$ cat config.mk
export PLATFORM = sky130hd
export DESIGN_NAME = buf_rd_streamer
export DESIGN_NICKNAME = d
export VERILOG_FILES = /design/src/rtl/buf_rd_streamer.sv
export SDC_FILE = /design/constraint.sdc
export NUM_CORES = 1
export LEC_CHECK = 0
export CAP_MARGIN = 20
export CORE_UTILIZATION = 50
export CTS_CLUSTER_DIAMETER = 100
export DETAILED_ROUTE_END_ITERATION = 12
export GPL_TIMING_DRIVEN = 0
export PLACE_DENSITY = 0.84
export SLEW_MARGIN = 10
export SYNTH_ARGS = -nofsm -noshare
export SYNTH_HDL_FRONTEND = slang
export SYNTH_SLANG_ARGS = --single-unit
$ cat constraint.sdc
create_clock -name clk -period 8.55 [get_ports clk]
set_input_delay 1.71 -clock clk [delete_from_list [all_inputs] [get_ports clk]]
set_output_delay 1.71 -clock clk [all_outputs]
set_load 0.03 [all_outputs]
$ cat src/rtl/buf_rd_streamer.sv
// -----------------------------------------------------------------------------
// buf_rd_streamer
//
// Purpose:
//   Reads a run of consecutive words from a synchronous buffer (1-cycle read
//   latency) and presents them as a valid/ready output stream. A 2-entry output
//   FIFO absorbs back-pressure. Reads are only issued when the FIFO plus the one
//   read in flight can still hold the returning word, so no data is ever lost.
//   With m_ready held high the stream runs at one beat per clock.
//
// Ports:
//   clk          - single clock for all logic
//   rst_n        - asynchronous active-low reset
//   start        - one-cycle transfer request (accepted only while idle)
//   base_addr    - first word address, sampled with start
//   len          - number of words to read, sampled with start (0 = no beats)
//   busy         - transfer in progress (state != IDLE)
//   done         - one-cycle pulse after the final beat (or after a len=0 start)
//   buf_ex_addr  - registered read address to the buffer
//   buf_ex_data  - buffer read data, valid one cycle after its address
//   m_valid      - output stream valid (FIFO not empty)
//   m_ready      - output stream ready
//   m_data       - output stream data (FIFO head)
//   m_last       - marks the final beat of the transfer
//   stall_cnt    - (BUF_RD_STREAMER_STATS_EN only) cycles with m_valid & !m_ready
//
// Configuration:
//   BUF_RD_STREAMER_STATS_EN - when defined, adds the 32-bit saturating
//                              stall_cnt output and its counter.
// -----------------------------------------------------------------------------
module buf_rd_streamer #(
    parameter int BUF_EX_ADDR_WIDTH = 8,
    parameter int BUF_EX_DATA_WIDTH = 256,
    parameter int LEN_WIDTH         = BUF_EX_ADDR_WIDTH + 1
) (
    input  logic                         clk,
    input  logic                         rst_n,
    input  logic                         start,
    input  logic [BUF_EX_ADDR_WIDTH-1:0] base_addr,
    input  logic [LEN_WIDTH-1:0]         len,
    output logic                         busy,
    output logic                         done,
    output logic [BUF_EX_ADDR_WIDTH-1:0] buf_ex_addr,
    input  logic [BUF_EX_DATA_WIDTH-1:0] buf_ex_data,
    output logic                         m_valid,
    input  logic                         m_ready,
    output logic [BUF_EX_DATA_WIDTH-1:0] m_data,
    output logic                         m_last
`ifdef BUF_RD_STREAMER_STATS_EN
    ,
    output logic [31:0]                  stall_cnt
`endif
);

    typedef enum logic [1:0] {
        IDLE  = 2'd0,
        RUN   = 2'd1,
        DRAIN = 2'd2
    } state_t;

    state_t                         state_q, state_d;

    logic [BUF_EX_ADDR_WIDTH-1:0]   addr_q, addr_d;
    logic [LEN_WIDTH-1:0]           len_q, len_d;
    logic [LEN_WIDTH-1:0]           issue_cnt_q, issue_cnt_d;
    logic [LEN_WIDTH-1:0]           beat_cnt_q, beat_cnt_d;
    logic                           inflight_q, inflight_d;
    logic                           done_q, done_d;

    logic [BUF_EX_DATA_WIDTH-1:0]   fifo_mem_q [2];
    logic                           wr_ptr_q, wr_ptr_d;
    logic                           rd_ptr_q, rd_ptr_d;
    logic [1:0]                     count_q, count_d;

    logic                           start_acc;
    logic                           start_run;
    logic                           start_zero;
    logic                           push;
    logic                           pop;
    logic                           last_pop;
    logic                           issue;
    logic                           last_issue;
    logic [2:0]                     occupancy;

    // -------------------------------------------------------------------------
    // Request decode
    // -------------------------------------------------------------------------
    assign start_acc  = start && (state_q == IDLE);
    assign start_run  = start_acc && (len != '0);
    assign start_zero = start_acc && (len == '0);

    assign pop      = m_valid && m_ready;
    assign last_pop = pop && m_last;
    assign push     = inflight_q;

    // Words already owed to the FIFO after this cycle's pop: stored entries plus
    // the read whose data arrives this cycle. pop implies count_q >= 1, so this
    // never underflows.
    assign occupancy = {1'b0, count_q} + {2'b00, inflight_q} - {2'b00, pop};

    // -------------------------------------------------------------------------
    // FSM: state register
    // -------------------------------------------------------------------------
    always_ff @(posedge clk or negedge rst_n) begin
        if (!rst_n) begin
            state_q <= IDLE;
        end else begin
            state_q <= state_d;
        end
    end

    // -------------------------------------------------------------------------
    // FSM: next-state logic
    // -------------------------------------------------------------------------
    always_comb begin
        state_d = state_q;
        unique case (state_q)
            IDLE:    if (start_run)  state_d = RUN;
            RUN:     if (last_issue) state_d = DRAIN;
            DRAIN:   if (last_pop)   state_d = IDLE;
            default:                 state_d = IDLE;
        endcase
    end

    // -------------------------------------------------------------------------
    // FSM: outputs
    // -------------------------------------------------------------------------
    always_comb begin
        busy       = (state_q != IDLE);
        // RUN is left right after the len-th issue, so while in RUN there is
        // always at least one word still to request.
        issue      = (state_q == RUN) && (occupancy < 3'd2);
        last_issue = issue && ((issue_cnt_q + LEN_WIDTH'(1)) == len_q);
    end

    // -------------------------------------------------------------------------
    // Stage 0: address issue and transfer bookkeeping
    // -------------------------------------------------------------------------
    always_comb begin
        addr_d      = addr_q;
        len_d       = len_q;
        issue_cnt_d = issue_cnt_q;
        beat_cnt_d  = beat_cnt_q;
        inflight_d  = issue;
        done_d      = start_zero || last_pop;

        if (start_run) begin
            addr_d      = base_addr;
            len_d       = len;
            issue_cnt_d = '0;
            beat_cnt_d  = '0;
        end else begin
            if (issue) begin
                // Natural wrap modulo 2^BUF_EX_ADDR_WIDTH.
                addr_d      = addr_q + BUF_EX_ADDR_WIDTH'(1);
                issue_cnt_d = issue_cnt_q + LEN_WIDTH'(1);
            end
            if (pop) begin
                beat_cnt_d = beat_cnt_q + LEN_WIDTH'(1);
            end
        end
    end

    always_ff @(posedge clk or negedge rst_n) begin
        if (!rst_n) begin
            addr_q      <= '0;
            len_q       <= '0;
            issue_cnt_q <= '0;
            beat_cnt_q  <= '0;
            inflight_q  <= 1'b0;
            done_q      <= 1'b0;
        end else begin
            addr_q      <= addr_d;
            len_q       <= len_d;
            issue_cnt_q <= issue_cnt_d;
            beat_cnt_q  <= beat_cnt_d;
            inflight_q  <= inflight_d;
            done_q      <= done_d;
        end
    end

    assign buf_ex_addr = addr_q;
    assign done        = done_q;

    // -------------------------------------------------------------------------
    // Stage 1: returning read data into the 2-entry FIFO
    // -------------------------------------------------------------------------
    always_comb begin
        wr_ptr_d = push ? ~wr_ptr_q : wr_ptr_q;
        rd_ptr_d = pop  ? ~rd_ptr_q : rd_ptr_q;
        count_d  = count_q + {1'b0, push} - {1'b0, pop};
    end

    // Storage is cleared on reset so m_data reads back as zero afterwards.
    always_ff @(posedge clk or negedge rst_n) begin
        if (!rst_n) begin
            fifo_mem_q[0] <= '0;
            fifo_mem_q[1] <= '0;
            wr_ptr_q      <= 1'b0;
            rd_ptr_q      <= 1'b0;
            count_q       <= 2'd0;
        end else begin
            if (push) begin
                fifo_mem_q[wr_ptr_q] <= buf_ex_data;
            end
            wr_ptr_q <= wr_ptr_d;
            rd_ptr_q <= rd_ptr_d;
            count_q  <= count_d;
        end
    end

    // -------------------------------------------------------------------------
    // Stage 2: FIFO head to the output stream
    // -------------------------------------------------------------------------
    assign m_valid = (count_q != 2'd0);
    assign m_data  = fifo_mem_q[rd_ptr_q];
    // Beats leave in order, so the pop counter identifies the head beat.
    assign m_last  = m_valid && ((beat_cnt_q + LEN_WIDTH'(1)) == len_q);

`ifdef BUF_RD_STREAMER_STATS_EN
    // -------------------------------------------------------------------------
    // Back-pressure statistics
    // -------------------------------------------------------------------------
    logic [31:0] stall_q, stall_d;

    always_comb begin
        stall_d = stall_q;
        if (start_acc) begin
            stall_d = '0;
        end else if (m_valid && !m_ready && (stall_q != 32'hFFFF_FFFF)) begin
            stall_d = stall_q + 32'd1;
        end
    end

    always_ff @(posedge clk or negedge rst_n) begin
        if (!rst_n) begin
            stall_q <= '0;
        end else begin
            stall_q <= stall_d;
        end
    end

    assign stall_cnt = stall_q;
`endif

endmodule

## Word-level counts from Yosys, hierarchy flattened

Cells that the tools add are included.

- Bitwise logic cells: 4
- Reduce and logical (&&, ||, !) cells: 18
- Add/sub/neg operators: 7
- Order comparisons: 4
- Multiplexer cells: 16
- Equality and inequality tests: 7

Operators by type and width:

| kind | number |
|---|---|
| 256-bit 2-to-1 mux | 4 |
| 512-bit bitwise mux | 1 |
| 256-bit demux with 1-bit select | 1 |
| 9-bit 2-to-1 mux | 4 |
| 9-bit by 1-bit adder with 9-bit output, second input constant | 2 |
| 9-bit == test | 2 |
| 8-bit 2-to-1 mux | 2 |
| 1-bit logical AND | 9 |
| 9-bit zero test | 1 |
| 9-bit nonzero test | 1 |
| 8-bit by 1-bit adder with 8-bit output, second input constant | 1 |
| 2-bit nonzero test | 4 |
| 2-bit 2-to-1 mux | 3 |
| 2-bit inequality test, second input constant | 3 |
| 2-bit case mux with 3 select lines | 1 |
| 2-bit >= comparator, second input constant | 2 |
| 1-bit inverter with 2-bit output | 2 |
| 2-bit by 1-bit adder with 3-bit output | 1 |
| 3-bit by 2-bit < comparator with 1-bit output, second input constant | 1 |
| 3-bit AND reduction | 1 |
| 3-bit by 1-bit subtractor with 3-bit output | 1 |
| 2-bit by 1-bit adder with 2-bit output | 1 |
| 2-bit by 1-bit == test with 1-bit output, second input constant | 1 |
| 2-bit == test, second input constant | 1 |
| other kinds (5) | 6 |

- Flip-flop bits (word level): 555
- Input port bits: 277
- Output and inout bits: 268

## Longest topological paths before layout

Gate-level depths: netlist of run 1.

- Depth in word-level cells: 8
- Gate-level depth with buffers: 17
- Gate-level depth less buffers: 15

## Worst setup path after synthesis of run 1

Ideal clock, no wire load.

- Path type: input to register
- Start point: input m_ready
- End point: register addr_q[7] (netlist: buf_ex_addr[7])
- Path slack: 4.219 ns
- Buffers on the path: 1
- Stages: 13
- Setup time: 0.076 ns
- Arrival time: 4.255 ns
- Data required time: 8.474 ns
- Cells stage by stage: nand2_1 inv_1 ha_1 inv_1 ha_1 fa_1 xnor2_1 or3_1 clkbuf_1 nor4_1 nand3_1 xor2_1 o21ai_1

- Cells in the longest elaborated chain, start to end: 5

Ends and longest elaborated chain:

| element | line | text |
|---|---|---|
| start, declared | 46 | `input logic m_ready,` |
| 1-bit logical AND | 92 | `assign pop = m_valid && m_ready;` |
| named net pop | 79 | `logic pop;` |
| 3-bit by 1-bit subtractor with 3-bit output | 99 | `assign occupancy = {1'b0, count_q} + {2'b00, inflight_q} - {2'b00, pop};` |
| 3-bit by 2-bit < comparator with 1-bit output | 132 | `issue = (state_q == RUN) && (occupancy < 3'd2);` |
| 1-bit logical AND | 132 |  |
| 2-bit nonzero test (no source line) | -- |  |
| end signal, assigned | 173 | `addr_q <= addr_d;` |
| end, declared | 63 | `logic [BUF_EX_ADDR_WIDTH-1:0] addr_q, addr_d;` |

The timed path passes the listed nets, and every way through them passes these cells.
A chain may end at the register's enable or synchronous reset.

## Final worst setup path of run 1

- Start point: register rd_ptr_q
- End point: output m_data[14]

- Cells in the longest elaborated chain, start to end: 4

Ends and longest elaborated chain:

| element | line | text |
|---|---|---|
| start, declared | 72 | `logic rd_ptr_q, rd_ptr_d;` |
| start signal, assigned | 207 | `rd_ptr_q <= rd_ptr_d;` |
| 1-bit inverter with 2-bit output (not written as such) | 216 | `assign m_data = fifo_mem_q[rd_ptr_q];` |
| 256-bit 2-to-1 mux (not written as such) (3 in series) | 216 |  |
| end, declared | 47 | `output logic [BUF_EX_DATA_WIDTH-1:0] m_data,` |

No other way between the ends. The select of a mux whose other input is x is not followed.

==> metrics.cfg, run 1 <==
[outcome]
status = complete, no violations

[die]
dieArea_sq_mm = 0.0493
die_w_microns = 222
core_area_sq_mm = 0.0477
die_h_microns = 222
ios = 545
row_count = 80
initial_utilization_pct = 50.7

[cts]
cts_resized = 0
root_buffer = clkbuf_16
cts_tree = done
cts_buffers = 58
h-tree-depth = 2
postCtsHoldBufs = 0
clkTransAtPathRegs_ns = 0.06
cts_buffer_depth = 3
cts.sinks = 555
post-cts-setup-buffer-count = 0
worstSkewPairLatency_ns = 0.60

[setup_path]
cpMostUsedCell = clkbuf_1
worstReg2RegStart = count_q[1]
path_cells = clkbuf_1 -> clkbuf_1 -> clkbuf_1 -> mux2_2 -> clkdlybuf4s50_1
critPathKind = register to output port
startpoint = rd_ptr_q
endpoint_kind = output port
r2r_setup_slack_ns = 4.81
cp_top_family = buffers and inverters
slowest_delay_ns = 0.65
crit_required_ns = 6.84
crit_arrival_ns = 3.46
path_max_fanout = 10
crit_slowest_cell = clkbuf_1
cp.buffers_inverters = 4
cp-start-kind = register

[grt]
grt_max_degree = 117
track_usage_pct = 26.7
antenna_found_initial = 19
grt_pass1_wl_microns = 101000
grt_overflow = 0
first_global_vias = 17400

[timing]
whs_ns = 0.499
fin_skew_ns = 0.0139
period_share_pct = 60.5
rsz0062_at_grt = no
min_period_ns = 5.17
fin_tns_setup_ns = 0
finalSetupViolCount = 0
max_slew_margin_pct = 33.0
slew_viol_final = 0
final_hold_viol_count = 0
fmax_mhz = 193
tightest_slew_ns = 1.01

[hold_path]
hold_path_startpoint = fifo_mem_q[70]
hold_path.class = register to register

[yosys]
synth.area.top_cells = dfrtp_1, mux2_2, clkbuf_1
synth_fa_ha_area_share_pct = 0.341
ys_types = 48
synth-compound-area-share_pct = 1.29
synth_xor_area_share_pct = 1.23
synth_cells = 1633
ys_top_cells_by_count = mux2_2, dfrtp_1, clkbuf_1
async_flop_share_pct = 100
synth_top_area_share_pct = 57.3
synth_edf_count = 0
yosys_warnings = 0
yosys.area.top_type = dfrtp_1
syn_area_sq_mm = 0.0242
yosys.area_share.simple_pct = 2.13
synthMuxAreaShare_pct = 36.0
syn_nets = 1916
synth_seq_cells = 555
avgSynthCellArea_sq_um = 14.8
synth_most_common_cell = mux2_2
synth_top_family_by_area = multiplexers
synth_flop_cell = dfrtp_1
ys_seq_area_share_pct = 57.3

[layout]
area_growth_pct = 34.4
multi_input_area_sq_mm = 0.00992
num-fill-cells = 3290
seqCellArea_sq_mm = 0.0139
drive_gt1_share_pct = 38.3
nets = 2525

[route]
dr.pass1.iters = 5
routedWlPerCell_microns = 22.5
postRouteAntennaNets = 0
drc = 0
vias = 15800
vias_per_cell = 5.40
wl_microns = 65800
detail_route.iter0.violations = 667

[place]
post-dp-hpwl_microns = 47900
gp_congestion = 0.846
io_buffers = 544

[run]
maxCapViolations = 0

[pwr]
p_per_area_mw_per_mm2 = 475
total_power_w = 0.0155
peakVddDrop_mv = 0.295
p_leak_nw = 13.4

## state kept, by name, summed over array words and instances, names as in the netlist
signal	cells
done	1
state_q	2
buf_ex_addr	8
rd_ptr_q	1
inflight_q	1
beat_cnt_q	9
fifo_mem_q	512
len_q	9
issue_cnt_q	9
count_q	2
wr_ptr_q	1
## area by class of cell
cell class	count	share of cell area, %
Antenna cell	15	0.115
Buffer	95	1.13
Clock buffer	90	5.39
Clock inverter	18	0.538
Inverter	13	0.150
Multi-Input combinational cell	970	30.5
Sequential cell	555	42.7
Tap cell	615	2.36
Timing Repair Buffer	549	17.2
## kinds of logic (layout without fill, tap and decap cells)
| kind of cell | after synthesis | after routing |
|---|---|---|
| compound gates | 49 | 49 |
| other cells | 0 | 15 |
| simple gates | 107 | 107 |
| fa+ha+maj | 6 | 6 |
| buf+inv | 108 | 765 |
| mux | 774 | 774 |
| flops | 555 | 555 |
| xor+xnor | 34 | 34 |
## cell usage in the layout, fill, tap and decap left out, types with 3 or more instances in the layout
cell type / netlist / routed
clkdlybuf4s50_1: 0 / 543
clkinv_2: 0 / 12
diode_2: 0 / 15
o21ai_1: 3 / 3
mux2_2: 773 / 773
nor4_1: 4 / 4
nand4_1: 3 / 3
nor3_1: 5 / 5
nor2_1: 15 / 15
xor2_1: 13 / 13
nand2_1: 48 / 48
clkbuf_1: 91 / 108
bufinv_16: 0 / 3
nand4b_1: 3 / 3
dfrtp_1: 555 / 555
xnor2_1: 21 / 21
o22ai_1: 3 / 3
ha_1: 5 / 5
clkbuf_8: 0 / 12
o21ai_0: 18 / 18
or4_1: 3 / 3
buf_16: 0 / 5
and3_1: 3 / 3
clkbuf_16: 0 / 61
or3_1: 4 / 4
inv_1: 13 / 13
a21oi_1: 6 / 6
nand3_1: 11 / 11
## worst reg2reg max path, cell delays in order, from the launching register on
cell      delay, ns
dfrtp_1        0.40
inv_1          0.11
nand2_1        0.11
nand2_1        0.29
inv_1          0.21
ha_1           0.32
inv_1          0.04
ha_1           0.18
fa_1           0.37
xnor2_1        0.13
or3_1          0.34
clkbuf_1       0.17
inv_1          0.13
clkbuf_1       0.41
nand2_1        0.14
xor2_1         0.16
o21ai_0        0.15
## per-layer routing
layer | wire, microns | global-route usage, % | up-vias
met2 | 32500 | 44.8 | 491
met5 | 73 | 0 | -
li1 | - | - | 7078
met1 | 25100 | 30.7 | 8052
met4 | 2320 | 11.4 | 12
met3 | 5810 | 9.89 | 129
## power by group
group          switching (W)  internal (W)  total (W)
clock network        0.00103       0.00150    0.00252
logic                0.00429       0.00401    0.00830
registers           0.000689       0.00396    0.00465
total                0.00601       0.00947     0.0155
## path summary, 6_finish.rpt
kind                       depth (start not counted)         endpoint
setup / recovery                                   5       m_data[14]
hold / removal                                     1   fifo_mem_q[70]
setup reg to reg                                  16   buf_ex_addr[2]
hold reg to reg                                    1   fifo_mem_q[70]
max in group asynchronous                          4  fifo_mem_q[396]
min in group asynchronous                          1  fifo_mem_q[222]
## metrics by stage
| step | instances | util [%] | worst slack (ns) | area, sq um |
|---|---|---|---|---|
| detailed placement | 2797 | 64.1 | 3.34 | 30600 |
| finish | 2920 | 68.2 | 3.38 | 32600 |
| global route | 2915 | 68.2 | 3.19 | 32500 |
| floorplan | 1633 | - | 4.22 | 24200 |
| CTS | 2905 | 68.1 | 3.29 | 32500 |
| global placement | 2792 | 63.8 | -17.86 | 30400 |
Power figures use the tool's default switching activity.
==> run 2, diff against run 1 <==
Settings changed: CORE_UTILIZATION 50 to 46, PLACE_DENSITY 0.84 to 0.82.
Clock period 8.55 ns to 4.45 ns, I/O delays scaled along.
==> metrics.cfg, run 2 (synthesis results as in run 1) <==
[cts]
cts_tree = done
cts_resized = 2
post-cts-setup-buffer-count = 0
postCtsHoldBufs = 0
worstSkewPairLatency_ns = 0.61
root_buffer = clkbuf_16
cts_buffers = 57
cts_buffer_depth = 3
cts.sinks = 555
h-tree-depth = 2
clkTransAtPathRegs_ns = 0.06

[pwr]
peakVddDrop_mv = 0.709
p_per_area_mw_per_mm2 = 913
p_leak_nw = 13.4
total_power_w = 0.0298

[timing]
fin_tns_setup_ns = 0
finalSetupViolCount = 0
fmax_mhz = 239
max_slew_margin_pct = 32.3
fin_skew_ns = 0.0276
rsz0062_at_grt = no
period_share_pct = 94.0
final_hold_viol_count = 0
whs_ns = 0.261
tightest_slew_ns = 1.01
min_period_ns = 4.19
slew_viol_final = 0

[setup_path]
critPathKind = register to output port
cpMostUsedCell = clkbuf_1
crit_slowest_cell = clkdlybuf4s50_1
slowest_delay_ns = 0.65
path_cells = clkbuf_1 -> clkbuf_1 -> clkbuf_1 -> mux2_2 -> clkdlybuf4s50_1
crit_required_ns = 3.56
endpoint_kind = output port
crit_arrival_ns = 3.30
cp-start-kind = register
path_max_fanout = 10

[place]
post-dp-hpwl_microns = 48500
io_buffers = 544
gp_congestion = 0.843

[route]
wl_microns = 66100
postRouteAntennaNets = 0
drc = 0
vias = 15700
routedWlPerCell_microns = 22.2
vias_per_cell = 5.29
dr.pass1.iters = 5
detail_route.iter0.violations = 606

[outcome]
status = complete, no violations

[die]
ios = 545
row_count = 83
die_w_microns = 231
initial_utilization_pct = 46.8
die_h_microns = 231
dieArea_sq_mm = 0.0536
core_area_sq_mm = 0.0517

[layout]
regMostFlops = fifo_mem_q
seqCellArea_sq_mm = 0.0139
area_growth_pct = 34.7
layout_commonest_cell = mux2_2
layout_common_cells = mux2_2, dfrtp_1, clkdlybuf4s50_1
drive_gt1_share_pct = 38.4
nets = 2524
multi_input_area_sq_mm = 0.00992
largest_reg_flops = 512
num-fill-cells = 3812

[grt]
first_global_vias = 17400
grt_max_degree = 117
antenna_found_initial = 13
grt_pass1_wl_microns = 100000
track_usage_pct = 24.5
grt_overflow = 0

[run]
maxCapViolations = 0

[hold_path]
hold_path.class = input pin to async pin

## run 2: path summary, 6_finish.rpt
path,start,endpoint,slack (ns),depth (start not counted)
hold reg to reg,wr_ptr_q,wr_ptr_q,0.50,1
hold / removal,rst_n,fifo_mem_q[8],0.26,1
min in group clk,wr_ptr_q,wr_ptr_q,0.50,1
max in group asynchronous,rst_n,fifo_mem_q[340],2.67,3
setup / recovery,rd_ptr_q,m_data[28],0.26,5
setup reg to reg,count_q[1],buf_ex_addr[7],0.76,14
## run 2: report_power, final
part           switching, W  internal (W)  total (W)
Clock               0.00199       0.00296    0.00495
Combinational       0.00820       0.00771     0.0159
Sequential          0.00132       0.00761    0.00893
## run 2: final cells by class
class | instances | share of cell area, %
diodes | 7 | 0.0537
plain buffers | 95 | 1.13
clock buffers | 87 | 5.18
clock inverters | 20 | 0.797
inverters | 13 | 0.150
multi-input cells | 970 | 30.4
flip-flops and latches | 555 | 42.6
well taps | 680 | 2.61
repair buffers | 549 | 17.1
## run 2: metrics by stage
step                cell area, sq um  utilization, %  instances  setup WS (ns)
floorplan                      24200               -       1633          0.939
global placement               30500            59.0       2857         -20.82
detailed placement             30700            59.3       2862          0.117
CTS                            32600            63.1       2969         0.0332
global route                   32600            63.1       2974        0.00157
finish                         32600            63.1       2976          0.265
## run 2: worst max-delay path, delay by kind of cell, from the launching register on
| family | cells | cell delay [ns] |
|---|---|---|
| buffers and inverters | 4 | 1.98 |
| flip-flops | 1 | 0.32 |
| multiplexers | 1 | 0.40 |
## run 2: layer usage
layer / wire [microns] / global-route usage (%) / vias to the layer above / share of wire, %
li1: - / - / 7071 / -
met1: 25100 / 28.1 / 8049 / 38
met2: 33300 / 42.8 / 486 / 50
met3: 5590 / 7.96 / 124 / 8.5
met4: 1930 / 8.28 / 12 / 2.9
met5: 81 / 0 / - / 0.12
==> run 3, diff against run 2 <==
Settings changed: CORE_UTILIZATION 46 to 39, PLACE_DENSITY 0.82 to 0.72.
==> metrics.cfg, run 3 (synthesis results as in run 1) <==
[outcome]
status = complete, no violations

[die]
core_area_sq_mm = 0.0616
row_count = 91
initial_utilization_pct = 39.3
ios = 545
die_w_microns = 251
dieArea_sq_mm = 0.0631
die_h_microns = 251

[timing]
max_slew_margin_pct = 27.8
fmax_mhz = 236
tightest_slew_ns = 1.08
fin_skew_ns = 0.0199
setup_slack_ns = 0.215
finalSetupViolCount = 0
period_share_pct = 95.2
final_hold_viol_count = 0
rsz0062_at_grt = no
slew_viol_final = 0
whs_ns = 0.260
min_period_ns = 4.24

[setup_path]
cpMostUsedCell = clkbuf_1
crit_required_ns = 3.56
cp.buffers_inverters = 4
cp-start-kind = register
crit_slowest_cell = clkdlybuf4s50_1
path_max_fanout = 10
crit_arrival_ns = 3.35
cp_top_family = buffers and inverters
endpoint_kind = output port
path_cells = clkbuf_1 -> clkbuf_1 -> clkbuf_1 -> mux2_2 -> clkdlybuf4s50_1
slowest_delay_ns = 0.61
critPathKind = register to output port

[route]
detail_route.iter0.violations = 697
vias = 15600
drc = 0
postRouteAntennaNets = 0
wl_microns = 65600
dr.pass1.iters = 5
routedWlPerCell_microns = 21.0
vias_per_cell = 5.00

[grt]
grt_overflow = 0
first_global_vias = 17100
grt_max_degree = 113
grt_pass1_wl_microns = 101000
track_usage_pct = 20.6
antenna_found_initial = 14

[cts]
cts.sinks = 555
cts_tree = done
root_buffer = clkbuf_16
worstSkewPairLatency_ns = 0.60
h-tree-depth = 2
cts_buffers = 59
clkTransAtPathRegs_ns = 0.06
post-cts-setup-buffer-count = 0
cts_buffer_depth = 3

[layout]
area_growth_pct = 35.7
largest_reg_flops = 512
regMostFlops = fifo_mem_q
drive_gt1_share_pct = 38.8
fin_util_pct = 53.4
layout_common_cells = mux2_2, dfrtp_1, clkdlybuf4s50_1
layout_commonest_cell = mux2_2
nets = 2527

[pwr]
p_per_area_mw_per_mm2 = 906
p_leak_nw = 13.4
peakVddDrop_mv = 0.516

[place]
dp_slack_ns = -0.0283
post-dp-hpwl_microns = 48600
gp_congestion = 0.804
io_buffers = 544

[hold_path]
hold_path.class = input pin to async pin

[run]
maxCapViolations = 0

## run 3: cell type report
type	count	area [sq um]
fill	5127	28700
inverter	13	48.8
tap	837	1050
timing repair buffer	550	5600
buffer	95	373
sequential	555	13900
multi-input combinational	970	9920
clock inverter	25	274
clock buffer	83	1710
antenna	4	10.0
## run 3: final timing paths
path                                 start              end  slack, ns  depth (start not counted)
worst max-delay path              rd_ptr_q      m_data[116]       0.21                          5
worst min register to register    wr_ptr_q         wr_ptr_q       0.49                          1
worst min-delay path                 rst_n  fifo_mem_q[474]       0.26                          1
min in group clk                  wr_ptr_q         wr_ptr_q       0.49                          1
max in group asynchronous            rst_n  fifo_mem_q[407]       2.31                          4
worst max register to register  count_q[1]   buf_ex_addr[2]       0.66                         15
## run 3: where the power goes
part	internal [W]	leakage (nW)	switching (W)
clock network	0.00296	0.988	0.00204
logic	0.00772	5.86	0.00818
registers	0.00761	6.56	0.00128
## run 3: metal layers
| layer | track usage [%] | vias to the layer above | wire length (microns) |
|---|---|---|---|
| li1 | - | 7070 | - |
| met1 | 24.5 | 8019 | 26200 |
| met2 | 35.6 | 418 | 33000 |
| met5 | 0 | - | 119 |
| met3 | 6.72 | 124 | 4740 |
| met4 | 5.59 | 18 | 1630 |
## run 3: worst reg2reg max path, cell delays in order, from the launching register on
cell and delay, ns:
dfrtp_1 0.39, inv_1 0.10, nand2_1 0.12, nand2_1 0.29, inv_1 0.21, ha_1 0.33, inv_1 0.04, ha_1 0.18
fa_1 0.47, or3_1 0.39, clkbuf_1 0.18, inv_1 0.13, clkbuf_1 0.41, nand2_1 0.15, xor2_1 0.16, o21ai_0 0.15
## run 3: timing repair
item,4_1_cts,5_1_grt
cloned,0,0
endpoints found under the setup margin,135,1
gates resized for setup,4,2
hold buffers,0,0
## run 3: per-stage QoR
| step | TNS (ns) | area, sq um | std cells | power [W] |
|---|---|---|---|---|
| 5_1_grt | 0 | 32900 | 3130 | 0.0313 |
| 4_1_cts | 0 | 32900 | 3128 | 0.0301 |
| 3_5_place_dp | -0.0283 | 30900 | 3020 | 0.0250 |
| 2_1_floorplan | 0 | 24200 | 1633 | 0.0189 |
| 6_report | 0 | 32900 | 3132 | 0.0298 |
| 3_3_place_gp | - | 30700 | 3014 | 0.0246 |
